### config.mk
export PLATFORM = sky130hd
export DESIGN_NAME = deserializer
export DESIGN_NICKNAME = d
export VERILOG_FILES = /design/src/rtl/deserializer.sv
export SDC_FILE = /design/constraint.sdc
export NUM_CORES = 1
export LEC_CHECK = 0
export BUFFER_PORTS_ARGS = -buffer_cell sky130_fd_sc_hd__buf_2
export CAP_MARGIN = 10
export CORE_UTILIZATION = 40
export CTS_BUF_LIST = sky130_fd_sc_hd__clkbuf_8
export DETAILED_ROUTE_END_ITERATION = 8
export GPL_TIMING_DRIVEN = 0
export SLEW_MARGIN = 20
export SYNTH_ARGS = -nofsm -noshare
export SYNTH_HDL_FRONTEND = slang
export SYNTH_SLANG_ARGS = --single-unit
### constraint.sdc
create_clock -name clk_i -period 1.7 [get_ports clk_i]
set_input_delay 0.17 -clock clk_i [delete_from_list [all_inputs] [get_ports clk_i]]
set_output_delay 0.17 -clock clk_i [all_outputs]
set_load 0.01 [all_outputs]
### src/rtl/deserializer.sv
// Serial-to-parallel word assembler: MSB-first bits qualified by a valid run, left-aligned output word plus bit count.
// Optional DESERIALIZER_SHORT_DROP_EN discards words that end with only 1 or 2 bits.
module deserializer #(
  parameter int unsigned DATA_BUS_WIDTH = 16,
  parameter int unsigned DATA_MOD_WIDTH = 4
) (
  input  logic                      clk_i,
  input  logic                      srst_i,
  input  logic                      ser_data_i,
  input  logic                      ser_data_val_i,
  output logic [DATA_BUS_WIDTH-1:0] deser_data_o,
  output logic [DATA_MOD_WIDTH-1:0] deser_data_mod_o,
  output logic                      deser_data_val_o,
  output logic                      busy_o
);

  localparam int unsigned CNT_WIDTH = DATA_MOD_WIDTH + 1;

  typedef enum logic {
    IDLE = 1'b0,
    RECV = 1'b1
  } state_t;

  state_t                    state;
  logic [CNT_WIDTH-1:0]      cnt;
  logic [DATA_BUS_WIDTH-1:0] buffer;

  logic [DATA_MOD_WIDTH-1:0] idx;
  logic [DATA_BUS_WIDTH-1:0] buf_upd;
  logic [CNT_WIDTH-1:0]      cnt_inc;
  logic                      short_word;

  // Next buffer image with the incoming bit placed at its left-aligned slot.
  always_comb begin
    idx          = DATA_MOD_WIDTH'(DATA_BUS_WIDTH - 1) - cnt[DATA_MOD_WIDTH-1:0];
    buf_upd      = buffer;
    buf_upd[idx] = ser_data_i;
    cnt_inc      = cnt + CNT_WIDTH'(1);
`ifdef DESERIALIZER_SHORT_DROP_EN
    short_word   = (cnt == CNT_WIDTH'(1)) || (cnt == CNT_WIDTH'(2));
`else
    short_word   = 1'b0;
`endif
  end

  always_ff @(posedge clk_i) begin
    if (srst_i) begin
      state            <= IDLE;
      cnt              <= '0;
      buffer           <= '0;
      deser_data_o     <= '0;
      deser_data_mod_o <= '0;
      deser_data_val_o <= 1'b0;
      busy_o           <= 1'b0;
    end else begin
      deser_data_val_o <= 1'b0;
      case (state)
        IDLE: begin
          if (ser_data_val_i) begin
            // First bit of a word: clear stale contents so unfilled LSBs read as zero.
            buffer <= {ser_data_i, {(DATA_BUS_WIDTH-1){1'b0}}};
            cnt    <= CNT_WIDTH'(1);
            state  <= RECV;
            busy_o <= 1'b1;
          end
        end
        RECV: begin
          if (ser_data_val_i) begin
            buffer <= buf_upd;
            cnt    <= cnt_inc;
            if (cnt_inc == CNT_WIDTH'(DATA_BUS_WIDTH)) begin
              deser_data_o     <= buf_upd;
              deser_data_mod_o <= cnt_inc[DATA_MOD_WIDTH-1:0];
              deser_data_val_o <= 1'b1;
              cnt              <= '0;
              state            <= IDLE;
              busy_o           <= 1'b0;
            end
          end else begin
            if (!short_word) begin
              deser_data_o     <= buffer;
              deser_data_mod_o <= cnt[DATA_MOD_WIDTH-1:0];
              deser_data_val_o <= 1'b1;
            end
            cnt    <= '0;
            state  <= IDLE;
            busy_o <= 1'b0;
          end
        end
        default: state <= IDLE;
      endcase
    end
  end

endmodule

==> results of run 1 <==
## metal layers
| metal | routed length, um | up-vias | global-route usage (%) |
|---|---|---|---|
| li1 | - | 869 | - |
| met1 | 2290 | 817 | 21.6 |
| met2 | 2360 | 23 | 30.8 |
| met3 | 120 | 8 | 3.69 |
| met4 | 103 | 0 | 7.69 |
| met5 | 0 | - | 0 |
## placed cells by master (no fill, tap or decap)
cell,count
xor2_1,1
nand2_1,9
nor3_1,6
a21oi_2,3
dfxtp_2,2
xnor2_1,1
a211oi_2,19
buf_4,2
or3_1,1
o21ai_4,1
buf_2,32
clkbuf_8,7
dfxtp_1,42
and2_4,1
nor2_1,20
a32o_1,1
buf_6,7
nand4b_1,2
clkbuf_4,1
buf_1,2
nand3_1,12
or2b_1,9
nor3b_1,1
inv_1,3
nand2b_2,1
o32ai_1,1
nand4_1,5
nand2b_1,15
o22ai_1,1
a21oi_1,22
o21ai_0,3
nor2b_1,3
o2bb2ai_4,1
clkbuf_1,2
ha_1,5
and3_4,1
mux2i_1,18
## through the flow
step	cells	total power, mW	TNS, ps
final	333	2.03	0
after global routing	333	2.12	0
after CTS	334	2.05	0
after detailed placement	327	1.34	-1200
after global placement	327	1.34	-1040
after floorplan	233	1.27	0
## cells by family (layout without fill, tap and decap cells)
logic type	after synthesis	count (layout)	share of synthesized area (%)
simple gates	86	86	20.9
xor+xnor	2	2	0.785
buf+inv	26	56	7.46
compound gates	52	52	20.5
fa+ha+maj	5	5	2.80
mux	18	18	8.08
flops	44	44	39.5
## how the worst max path moves through the flow
| stage | start | end | slack, ps |
|---|---|---|---|
| 6_report | cnt[1] | deser_data_o[7] | 120 |
| 5_1_grt | cnt[0] | buffer[15] | 1 |
| 4_1_cts | cnt[0] | deser_data_o[7] | 20 |
| 3_5_place_dp | cnt[1] | deser_data_o[7] | -110 |
| 3_3_place_gp | cnt[1] | deser_data_o[6] | -80 |
| 2_1_floorplan | cnt[1] | deser_data_o[15] | 210 |
## sequential cells by signal, indices dropped and copies added, names as in the netlist
signal / flops
deser_data_o: 16
busy_o: 1
deser_data_val_o: 1
state: 1
deser_data_mod_o: 4
cnt: 5
buffer: 16
## final cells by class
class	count	share of cell area [%]
multi-input combinational	163	46.7
tap	70	3.44
timing repair buffer	24	4.72
clock buffer	7	3.79
inverter	3	0.443
buffer	22	6.15
sequential	44	34.7
## worst reg2reg max path, stage by stage, from the launching register on
cell and delay, ps:
dfxtp_2 400, ha_1 160, clkbuf_4 190, and3_4 240
o2bb2ai_4 160, buf_6 200, a211oi_2 90
## report_power, final
group          internal (mW)  switching (mW)  total (mW)
logic                 0.0975           0.142       0.239
clock network          0.362           0.351       0.713
registers               1.06          0.0144        1.08
total                   1.52           0.507        2.03
==> flow_summary.toml, run 1 <==
[run_status]
status = "finished, final reports clean"

[finish]
areaGrowthSynthToFinish_pct = 14.0
drive_gt1_share_pct = 29.7
design_area_um2 = 2540
antenna_cells = 0
fin_nets = 272
fillers = 522
utilization_pct = 48.6
regArea_um2 = 883
multi_input_area_um2 = 1190

[sta]
hold_slack_ps = 151
slew_violations = 0
fmax_mhz = 632
period_needed_ps = 1580
worst_pin_slew_ps = 758
finalCritPeriodShare_pct = 93.1
finalSetupViolations = 0
skew_ps = 4.94
hold_viol = 0
rsz0062_at_grt = "no"
setup_slack_ps = 117
maxSlewHeadroom_pct = 49.4

[floorplanning]
rows = 26
die_h_um = 76.7
die_w_um = 76.7
die_area_um2 = 5880
io-pin-count = 26
core_area_um2 = 5240
floorplan.initialDensity_pct = 42.6

[clock_network]
clkSlewWorstSetupHoldPaths_ps = 80
cts_sinks = 44
cts_tree = "done"
ctsResizeCount = 3
hold_buffers = 0
cts-htree-levels = 2
insertion_delay_ps = 300
cts_max_path_buffers = 2
numCtsBuffers = 5
cts-root-buf = "clkbuf_8"
cts_setup_buffers = 0

[critical_path]
path_max_fanout = 10
cp_slowest_cell = "dfxtp_2"
crit_type = "reg2reg"
r2r_end = "deser_data_o[7]"
r2r_start = "cnt[1]"
cp_cell_sequence = "ha_1 > clkbuf_4 > and3_4 > o2bb2ai_4 > buf_6 > a211oi_2"
crit_path_end_kind = "flip-flop"
critPathTopFamily = "flip-flops"
cp_slowest_stage_delay_ps = 400
cp.arrival_ps = 1730
crit_required_ps = 1850
critPathLaunchType = "flip-flop"
reg2reg_slack_ps = 120
critPathBufInv = 2
ff2ff_path_depth = 6
cp.depth = 6

[route]
wl_per_cell_um = 14.6
detail-route-antenna-nets = 0
num_vias = 1717
wl_um = 4870
post-route-drc-count = 0
drtPass1Iterations = 4
dr.first_iter.drc_count = 75
vias_per_cell = 5.16

[pwr]
power_density_nw_per_um2 = 797
total_leakage_power_nw = 1.10
peakVddDrop_v = 0.000527

[worst_hold_path]
hold_depth = 3
whs_endpoint = "state"
hp-start = "srst_i"
holdCritPathClass = "in2reg"

[place]
dpl_cell_area_um2 = 2440
place_hpwl_um = 3330
io_buffers = 24
dp_slack_ps = -106
gp_congestion = 0.776

[logic_synthesis]
ys.flop_type = "dfxtp_1"
yosysTopAreaCell = "dfxtp_1"
synth_fp_nets = 242
ys_seq_area_share_pct = 39.5
synth_top_area_share_pct = 39.5
yosys_warnings = 0
avgSynthCellArea_um2 = 9.57
yosys_register_bits = 44
async_reset_ff_share_pct = 0
yosysUniqueCellTypes = 34
synth_most_common_cell = "dfxtp_1"
synthCells = 233
synth-edff-count = 0
netlist_top_cells_area = "dfxtp_1 39%, a211oi_2 11%, mux2i_1 8.1%"
yosys-top-cells-count = "44 x dfxtp_1, 22 x a21oi_1, 20 x nor2_1"
netlist_area_um2 = 2230

[global_routing]
first_global_vias = 1731
grt_max_degree = 13
grt_first_pass_wirelength_um = 8250
grt-ovfl-total = 0
grt_usage_pct = 18.0
antenna_found_initial = 0

[flow_run]
max_cap_violations = 0
(Power assumes the default switching activity.)
==> run 2: changes to the inputs <==
CELL_PAD_IN_SITES_DETAIL_PLACEMENT = 1   (was default)
CELL_PAD_IN_SITES_GLOBAL_PLACEMENT = 1   (was default)
PLACE_DENSITY_LB_ADDON = 0.1   (was default)
RECOVER_POWER = 25   (was default)
==> run 2 against run 1 <==
  * Die area unchanged
  * Count of clock-buffer cells in the layout is 1 lower
  * Fmax fell by 0.57%
  * Largest power group unchanged
==> flow_summary.toml, run 2 (synthesized netlist as in run 1, its figures left out) <==
[finish]
final_cell_count_no_fill = 334
final_common_cell = "dfxtp_1"
drive_gt1_share_pct = 25.0
design_area_um2 = 2540
fin_nets = 272
layout_common_cells = "42 x dfxtp_1, 22 x a21oi_1, 20 x nor2_1"
antenna_cells = 0
top_regs = "buffer x16, deser_data_o x16, cnt x5"
areaGrowthSynthToFinish_pct = 13.9
utilization_pct = 48.5

[critical_path]
path_max_fanout = 10
critPathLaunchType = "flip-flop"
crit_type = "reg2reg"
cp.arrival_ps = 1810
crit_required_ps = 1920
crit_path_end_kind = "flip-flop"

[worst_hold_path]
holdCritPathClass = "in2reg"

[pwr]
total_leakage_power_nw = 1.03
swShare_pct = 26.8
clkPwrFrac_pct = 35.2
pwr-share-comb_pct = 11.7
seqPwrFrac_pct = 53.0
power_density_nw_per_um2 = 798
peakVddDrop_v = 0.000480
power.internal_mw = 1.48
switchingPower_mw = 0.543

[global_routing]
grt_util_met1_pct = 25.4
grtUsageMet2_pct = 32.2
first_global_vias = 1768
gr-usage-met3_pct = 3.57
grt_first_pass_wirelength_um = 8930
antenna_found_initial = 0
grt_max_degree = 15
busiest_layer = "met2"
grt-ovfl-total = 0
grt_usage_pct = 19.5

[clock_network]
numCtsBuffers = 5
cts_setup_buffers = 0
cts-root-buf = "clkbuf_8"
clkSlewWorstSetupHoldPaths_ps = 90
cts_max_path_buffers = 2
cts_sinks = 44
cts-htree-levels = 2
cts_tree = "done"
insertion_delay_ps = 300

[place]
gp_congestion = 0.768
io_buffers = 24
dpl_cell_area_um2 = 2440
place_inst = 327
place_hpwl_um = 3660

[route]
num_vias = 1720
vias_per_cell = 5.15
dr.first_iter.drc_count = 63
wl_um = 5180
drtPass1Iterations = 4
wl_per_cell_um = 15.5
post-route-drc-count = 0
detail-route-antenna-nets = 0

[floorplanning]
floorplan.initialDensity_pct = 42.6
die_w_um = 76.7
die_area_um2 = 5880
io-pin-count = 26
die_h_um = 76.7
rows = 26
core_area_um2 = 5240

[sta]
period_needed_ps = 1590
slew_violations = 0
rsz0062_at_grt = "no"
hold_viol = 0
finalSetupViolations = 0
fmax_mhz = 628
worst_pin_slew_ps = 748
hold_slack_ps = 177
skew_ps = 7.34
maxSlewHeadroom_pct = 50.2
finalCritPeriodShare_pct = 93.7

[run_status]
status = "finished, final reports clean"

[flow_run]
max_cap_violations = 0
## run 2: cell types whose count changed in the layout (fill, tap and decap cells not counted), sizes merged
cell / previous run / this run
buf: 43 / 29
clkbuf: 10 / 23
clkinvlp: 0 / 2
## run 2: final cells by class
cell class | count | area, um2
Buffer | 22 | 168
Clock buffer | 6 | 82.6
Clock inverter | 2 | 15.0
Fill cell | 620 | 2700
Inverter | 3 | 11.3
Multi-Input combinational cell | 163 | 1190
Sequential cell | 44 | 886
Tap cell | 70 | 87.6
Timing Repair Buffer | 24 | 101
## run 2: worst paths after layout
kind	from	slack, ps	cells past startpoint	end
max	cnt[1]	110	6	deser_data_o[14]
min	srst_i	180	3	state
max reg2reg	cnt[1]	110	6	deser_data_o[14]
min reg2reg	deser_data_mod_o[2]	490	2	deser_data_mod_o[2]
## run 2: what timing repair did
action,CTS,global route
hold buffers,0,0
resized for setup,4,8
gates cloned,0,0
endpoints found under the setup margin,22,23
## run 2: through the flow
step                TNS, ps  setup WS [ps]  power (mW)
floorplan                 0            206        1.27
global placement      -2140           -130        1.34
detailed placement    -3110           -187        1.34
CTS                       0           5.47        2.07
global route              0           1.81        2.13
finish                    0            108        2.03
## run 2: power groups by stage
| stage | combinational, mW | sequential, mW | clock (mW) |
|---|---|---|---|
| after floorplan | 0.162 | 1.11 | 0 |
| after global placement | 0.239 | 1.10 | 0 |
| after detailed placement | 0.242 | 1.10 | 0 |
| after CTS | 0.243 | 1.08 | 0.748 |
| after global routing | 0.265 | 1.08 | 0.781 |
| final | 0.237 | 1.08 | 0.715 |
## run 2: routing by layer
layer | vias to the layer above | wire length, um
met5 | - | 0
met4 | 0 | 78
met3 | 5 | 117
met2 | 20 | 2560
met1 | 823 | 2430
li1 | 872 | -
## run 2: worst max-delay path: stages, from the launching register on
cell and delay, ps:
dfxtp_4 380, ha_1 200, buf_6 140, and3_2 240, o2bb2ai_4 180, buf_8 170, a211oi_2 190
